**src/rtl/imem_loader_if.sv**
```systemverilog
// Loader-side bundle: byte stream in, instruction-memory byte write port and CPU control out.
// slave = loader, master = host/stream source and memory/CPU side.
interface imem_loader_if #(
    parameter int ADDR_WIDTH = 10
);
    logic [7:0]            in_data;
    logic                  in_valid;
    logic                  in_ready;
    logic                  reload;
    logic                  mem_we;
    logic [ADDR_WIDTH-1:0] mem_addr;
    logic [7:0]            mem_wdata;
    logic                  cpu_hold;
    logic                  done;
    logic                  error;

    modport slave (
        input  in_data, in_valid, reload,
        output in_ready, mem_we, mem_addr, mem_wdata, cpu_hold, done, error
    );

    modport master (
        output in_data, in_valid, reload,
        input  in_ready, mem_we, mem_addr, mem_wdata, cpu_hold, done, error
    );
endinterface

```
**src/rtl/imem_loader.sv**
```systemverilog
// Purpose: writes a big-endian length-prefixed byte image into instruction memory, holding the CPU in reset until done.
// Latency: each accepted payload byte is written one cycle later; in_ready depends on state only.
// Backpressure: in_ready drops in DONE/ERR. Macro IMEM_LOADER_CHECKSUM_EN adds a trailing XOR checksum byte.
module imem_loader #(
    parameter int ADDR_WIDTH = 10,
    parameter int MAX_WORDS  = 2 ** (ADDR_WIDTH - 2)
) (
    input logic          clk,
    input logic          reset,
    imem_loader_if.slave bus
);
    localparam logic [16:0] LP_MAX_WORDS = 17'(MAX_WORDS);

    typedef enum logic [2:0] {
        S_HDR_HI,
        S_HDR_LO,
        S_DATA,
        S_CHK,
        S_DONE,
        S_ERR
    } state_t;

    state_t                r_state;
    logic [15:0]           r_len;
    logic [ADDR_WIDTH-1:0] r_cnt;
    logic                  r_in_ready;
    logic                  r_mem_we;
    logic [ADDR_WIDTH-1:0] r_mem_addr;
    logic [7:0]            r_mem_wdata;
    logic                  r_cpu_hold;
    logic                  r_done;
    logic                  r_error;
`ifdef IMEM_LOADER_CHECKSUM_EN
    logic [7:0]            r_xsum;
`endif

    logic                  w_accept;
    logic [15:0]           w_len_full;
    logic [17:0]           w_last_idx;
    logic                  w_last;

    assign w_accept   = bus.in_valid & r_in_ready;
    assign w_len_full = {r_len[15:8], bus.in_data};
    assign w_last_idx = {r_len, 2'b00} - 18'd1;
    assign w_last     = (18'(r_cnt) == w_last_idx);

    assign bus.in_ready  = r_in_ready;
    assign bus.mem_we    = r_mem_we;
    assign bus.mem_addr  = r_mem_addr;
    assign bus.mem_wdata = r_mem_wdata;
    assign bus.cpu_hold  = r_cpu_hold;
    assign bus.done      = r_done;
    assign bus.error     = r_error;

    always_ff @(posedge clk or posedge reset) begin
        if (reset) begin
            r_state     <= S_HDR_HI;
            r_len       <= '0;
            r_cnt       <= '0;
            r_in_ready  <= 1'b1;
            r_mem_we    <= 1'b0;
            r_mem_addr  <= '0;
            r_mem_wdata <= '0;
            r_cpu_hold  <= 1'b1;
            r_done      <= 1'b0;
            r_error     <= 1'b0;
`ifdef IMEM_LOADER_CHECKSUM_EN
            r_xsum      <= '0;
`endif
        end else begin
            r_mem_we <= 1'b0;
            case (r_state)
                S_HDR_HI: begin
                    if (w_accept) begin
                        r_len[15:8] <= bus.in_data;
                        r_state     <= S_HDR_LO;
                    end
                end
                S_HDR_LO: begin
                    if (w_accept) begin
                        r_len[7:0] <= bus.in_data;
                        r_cnt      <= '0;
                        if ({1'b0, w_len_full} > LP_MAX_WORDS) begin
                            r_state    <= S_ERR;
                            r_in_ready <= 1'b0;
                            r_error    <= 1'b1;
                        end else if (w_len_full == 16'd0) begin
`ifdef IMEM_LOADER_CHECKSUM_EN
                            r_state    <= S_CHK;
`else
                            r_state    <= S_DONE;
                            r_in_ready <= 1'b0;
                            r_done     <= 1'b1;
`endif
                        end else begin
                            r_state <= S_DATA;
                        end
                    end
                end
                S_DATA: begin
                    if (w_accept) begin
                        r_mem_we    <= 1'b1;
                        r_mem_addr  <= r_cnt;
                        r_mem_wdata <= bus.in_data;
                        r_cnt       <= r_cnt + ADDR_WIDTH'(1);
`ifdef IMEM_LOADER_CHECKSUM_EN
                        r_xsum      <= r_xsum ^ bus.in_data;
`endif
                        if (w_last) begin
`ifdef IMEM_LOADER_CHECKSUM_EN
                            r_state    <= S_CHK;
`else
                            r_state    <= S_DONE;
                            r_in_ready <= 1'b0;
                            r_done     <= 1'b1;
`endif
                        end
                    end
                end
`ifdef IMEM_LOADER_CHECKSUM_EN
                S_CHK: begin
                    if (w_accept) begin
                        r_in_ready <= 1'b0;
                        if (bus.in_data == r_xsum) begin
                            r_state <= S_DONE;
                            r_done  <= 1'b1;
                        end else begin
                            r_state <= S_ERR;
                            r_error <= 1'b1;
                        end
                    end
                end
`endif
                S_DONE: begin
                    // One cycle in DONE lets the final write land before the CPU is released.
                    r_cpu_hold <= 1'b0;
                    if (bus.reload) begin
                        r_state    <= S_HDR_HI;
                        r_len      <= '0;
                        r_cnt      <= '0;
                        r_in_ready <= 1'b1;
                        r_cpu_hold <= 1'b1;
                        r_done     <= 1'b0;
                        r_error    <= 1'b0;
`ifdef IMEM_LOADER_CHECKSUM_EN
                        r_xsum     <= '0;
`endif
                    end
                end
                S_ERR: begin
                    if (bus.reload) begin
                        r_state    <= S_HDR_HI;
                        r_len      <= '0;
                        r_cnt      <= '0;
                        r_in_ready <= 1'b1;
                        r_cpu_hold <= 1'b1;
                        r_done     <= 1'b0;
                        r_error    <= 1'b0;
`ifdef IMEM_LOADER_CHECKSUM_EN
                        r_xsum     <= '0;
`endif
                    end
                end
                default: begin
                    r_state    <= S_ERR;
                    r_in_ready <= 1'b0;
                    r_error    <= 1'b1;
                end
            endcase
        end
    end
endmodule

```
**src/flat_wrapper.sv**
```systemverilog
// flat-port wrapper written by rule: the top's interface ports become plain ports
module imem_loader_flat 
#(
    parameter int ADDR_WIDTH = 10,
    parameter int MAX_WORDS  = 2 ** (ADDR_WIDTH - 2)
)
  (clk, reset, bus_in_data, bus_in_valid, bus_reload, bus_in_ready, bus_mem_we, bus_mem_addr, bus_mem_wdata, bus_cpu_hold, bus_done, bus_error);
  imem_loader_if #(.ADDR_WIDTH(ADDR_WIDTH)) bus_i ();
  input logic clk;
  input logic reset;
  input wire logic [$bits(bus_i.in_data)-1:0] bus_in_data;
  input wire logic [$bits(bus_i.in_valid)-1:0] bus_in_valid;
  input wire logic [$bits(bus_i.reload)-1:0] bus_reload;
  output wire logic [$bits(bus_i.in_ready)-1:0] bus_in_ready;
  output wire logic [$bits(bus_i.mem_we)-1:0] bus_mem_we;
  output wire logic [$bits(bus_i.mem_addr)-1:0] bus_mem_addr;
  output wire logic [$bits(bus_i.mem_wdata)-1:0] bus_mem_wdata;
  output wire logic [$bits(bus_i.cpu_hold)-1:0] bus_cpu_hold;
  output wire logic [$bits(bus_i.done)-1:0] bus_done;
  output wire logic [$bits(bus_i.error)-1:0] bus_error;
  assign bus_i.in_data = bus_in_data;
  assign bus_i.in_valid = bus_in_valid;
  assign bus_i.reload = bus_reload;
  assign bus_in_ready = bus_i.in_ready;
  assign bus_mem_we = bus_i.mem_we;
  assign bus_mem_addr = bus_i.mem_addr;
  assign bus_mem_wdata = bus_i.mem_wdata;
  assign bus_cpu_hold = bus_i.cpu_hold;
  assign bus_done = bus_i.done;
  assign bus_error = bus_i.error;
  imem_loader #(.ADDR_WIDTH(ADDR_WIDTH), .MAX_WORDS(MAX_WORDS)) u_core (.clk(clk), .reset(reset), .bus(bus_i));
endmodule
```
**config.mk**
```make
export PLATFORM = sky130hd
export DESIGN_NAME = imem_loader_flat
export DESIGN_NICKNAME = d
export VERILOG_FILES = /design/src/rtl/imem_loader_if.sv /design/src/rtl/imem_loader.sv /design/src/flat_wrapper.sv
export SDC_FILE = /design/constraint.sdc
export NUM_CORES = 1
export LEC_CHECK = 0
export ABC_AREA = 1
export CORE_MARGIN = 2
export CORE_UTILIZATION = 30
export DETAILED_ROUTE_END_ITERATION = 8
export HOLD_SLACK_MARGIN = 0.06
export PLACE_DENSITY = 0.54
export SETUP_SLACK_MARGIN = 0.5
export SLEW_MARGIN = 20
export SYNTH_ARGS = -nofsm -noshare
export SYNTH_HDL_FRONTEND = slang
export SYNTH_SLANG_ARGS = --single-unit
export TNS_END_PERCENT = 20
```
**constraint.sdc**
```tcl
create_clock -name clk -period 2.5 [get_ports clk]
set_clock_uncertainty 0.15 [all_clocks]
set_input_delay 0.25 -clock clk [delete_from_list [all_inputs] [get_ports clk]]
set_output_delay 0.25 -clock clk [all_outputs]
set_load 0.02 [all_outputs]
```
==> impl_metrics.ini <==
[status]
outcome = completed

[clocking]
clockRootBuffer = clkbuf_8
cts_made_buffers = 5
cts_buffer_depth = 2
htreeDepth = 2
postCtsHoldBufs = 0
path_clk_slew_ns = 0.11
cts_tree = done
cts.sinks = 52
clock_latency_ns = 0.32

[setup_path]
path_max_fanout = 7
cp.arrival_ns = 2.04
worst-setup-path-type = reg2reg
crit_path_start_kind = flip-flop
end_kind = flip-flop
required_ns = 2.56

[run]
cap_violations = 0

[drt]
num_vias = 2584
via_per_inst = 4.60
drtIter0Drc = 99
routedWlPerCell_um = 12.8
drt_wl_total_um = 7200
drc = 0
dr.pass1.iters = 4
ant_nets = 0

[timing]
relSlewSlack = 0.736
final_hold_viol_count = 0
rsz0062_at_grt = yes
setup_tns_ns = 0
setup_viol = 0
worst_hold_slack_ns = 0.0763
fin_crit_ns = 1.99
worst_pin_slew_ns = 0.395
fin_crit_sh = 0.795
max_clock_freq_mhz = 503
slew_violations = 0

[placed_design]
port_buffers = 34
dp_hpwl_um = 5650
gp_congestion = 0.905

[floorplan]
io_pins = 35
start_util = 0.312
dieArea_um2 = 10400
die_x_um = 102
placementRows = 35
die_h_um = 102
core_um2 = 9280

[synthesis]
yosysWarnings = 0
yosysUniqueCellTypes = 39
syn_area_um2 = 2890
syn_inst = 386
syn_area_per_cell_um2 = 7.49
ys_seq_area_frac = 0.451
ys_ff_latch = 52
syn_nets = 400

[global_routing]
antenna_found_initial = 0
grt_pass1_vias = 2352
grt_max_degree = 36
grt_pass1_wl_um = 11800
overflow = 0
grtUsageTotal = 0.145

[finish]
multiInputGateArea_um2 = 1400
area_delta_synth_final_pct = 25.5
regArea_um2 = 1310
diodes = 0
fillerInstances = 1001
drive_gt1_frac = 0.171
nets = 446
postLayoutCoreUtil = 0.391

[power_and_ir_drop]
power_leakage_nw = 1.66
ir_drop_mv = 0.769
power_density_nw_per_um2 = 1180

[worst_hold_path]
min_path_type = in2async
==> final cells by class <==
class,count,area share
inverters,58,0.0606
flip-flops and latches,52,0.360
clock buffers,5,0.0190
repair buffers,46,0.123
multi-input cells,269,0.386
clock inverters,3,0.00724
well taps,129,0.0445
==> cell usage in the layout, fill, tap and decap left out, types with 2 or more instances in the layout <==
| master | synthesis | layout |
|---|---|---|
| a21oi_1 | 5 | 5 |
| buf_4 | 1 | 10 |
| clkbuf_8 | 0 | 5 |
| clkdlybuf4s50_1 | 0 | 34 |
| clkinv_4 | 0 | 2 |
| dfrtp_1 | 50 | 47 |
| dfrtp_2 | 0 | 3 |
| dfstp_2 | 2 | 2 |
| inv_1 | 47 | 45 |
| inv_2 | 10 | 11 |
| mux2_2 | 2 | 2 |
| nand2_1 | 106 | 103 |
| nand2_2 | 5 | 7 |
| nand3_1 | 25 | 23 |
| nand3_2 | 0 | 2 |
| nand4_1 | 6 | 6 |
| nor2_1 | 42 | 37 |
| nor2_2 | 5 | 7 |
| nor2_4 | 2 | 5 |
| nor3_1 | 6 | 5 |
| nor3_2 | 2 | 3 |
| nor3b_2 | 4 | 4 |
| o21ai_0 | 21 | 21 |
| o21ai_1 | 21 | 21 |
| xor2_1 | 2 | 2 |
==> power breakdown <==
| group | internal, mW | switching [mW] | leakage (nW) |
|---|---|---|---|
| Sequential | 1.14 | 0.231 | 0.679 |
| Combinational | 0.945 | 1.47 | 0.933 |
| Clock | 0.205 | 0.312 | 0.0487 |
==> flip-flops by register name, summed over array words and instances, names as in the netlist <==
signal / count
u_core.r_len: 16
u_core.bus.mem_addr: 10
u_core.r_cnt: 10
u_core.bus.mem_wdata: 8
u_core.r_state: 3
u_core.bus.cpu_hold: 1
u_core.bus.done: 1
u_core.bus.error: 1
u_core.bus.in_ready: 1
u_core.bus.mem_we: 1
==> cells by family after synthesis <==
| kind of cell | synth area share |
|---|---|
| muxes | 0.0117 |
| DFF | 0.451 |
| AOI/OAI and AO/OA | 0.101 |
| xor gates and xnor gates | 0.00908 |
| buffers and inverters | 0.0887 |
| and+or+nand+nor | 0.330 |
| adders and majority gates | 0.00865 |
==> repair_timing <==
action	CTS	global route
gates resized for setup	7	17
pin swaps	6	6
cloned	0	0
setup endpoints to repair	6	40
setup buffers	3	4
==> critical path: stages, from the launching register on <==
cell and delay, ns:
dfrtp_2 0.47, nor2_2 0.16, nand2_1 0.12, o21ai_0 0.25, nand2_1 0.09, nand2_1 0.08
nand2_1 0.05, nor2_1 0.08, nand3_1 0.13, nand2_4 0.13, nand2_2 0.08, nand2_2 0.07
nand2_1 0.04
==> layer usage <==
layer  global-route usage  up-vias  wire length, µm
met5                    0        -                0
met4               0.0215        0               61
met3               0.0301       10              289
met2                0.235       51             3350
met1                0.205     1205             3500
li1                     -     1318                -
==> worst paths after layout <==
kind                                                       to  cells past startpoint                             from  slack [ns]
setup / recovery                u_core.r_state[0]$_DFFE_PP0P_                     12      u_core.r_len[3]$_DFFE_PP0P_        0.51
hold / removal             u_core.bus.mem_addr[5]$_DFFE_PP0P_                      2                            reset        0.08
setup reg to reg                u_core.r_state[0]$_DFFE_PP0P_                     12      u_core.r_len[3]$_DFFE_PP0P_        0.51
hold reg to reg               u_core.bus.in_ready$_DFFE_PP1P_                      2  u_core.bus.in_ready$_DFFE_PP1P_        0.34
max in group asynchronous     u_core.bus.in_ready$_DFFE_PP1P_                      3                            reset        1.57
min in group clk              u_core.bus.in_ready$_DFFE_PP1P_                      2  u_core.bus.in_ready$_DFFE_PP1P_        0.34
==> synth_stat cells (all sizes together) <==
| library cell | count | area, µm² |
|---|---|---|
| o21bai | 1 | 11.3 |
| dfstp | 2 | 52.6 |
| clkinv | 1 | 3.75 |
| clkbuf | 3 | 11.3 |
| nand4 | 6 | 37.5 |
| o31ai | 1 | 7.51 |
| nand2 | 111 | 429 |
| nor2 | 50 | 231 |
| a31oi | 1 | 6.26 |
| o21ai | 43 | 219 |
| nand3 | 26 | 143 |
| xor2 | 2 | 17.5 |
| nand3b | 1 | 7.51 |
| a21oi | 6 | 33.8 |
| nor3b | 4 | 50.1 |
| ha | 2 | 25.0 |
| a211oi | 1 | 7.51 |
| nor3 | 8 | 50.1 |
| mux2 | 3 | 33.8 |
| o21a | 1 | 7.51 |
| xnor2 | 1 | 8.76 |
| nor4 | 1 | 6.26 |
| inv | 57 | 214 |
| buf | 4 | 27.5 |
| dfrtp | 50 | 1250 |
==> per-stage QoR <==
step / total power [mW] / instance area [µm²] / setup WS, ns / cells
5_1_grt: 4.68 / 3630 / 0.309 / 562
3_5_place_dp: 3.61 / 3410 / 0.309 / 547
6_report: 4.30 / 3630 / 0.513 / 562
4_1_cts: 4.23 / 3550 / 0.484 / 558
2_1_floorplan: 2.95 / 2890 / 0.637 / 386
3_3_place_gp: 3.60 / 3410 / 0.321 / 547
(Power assumes the default switching activity.)
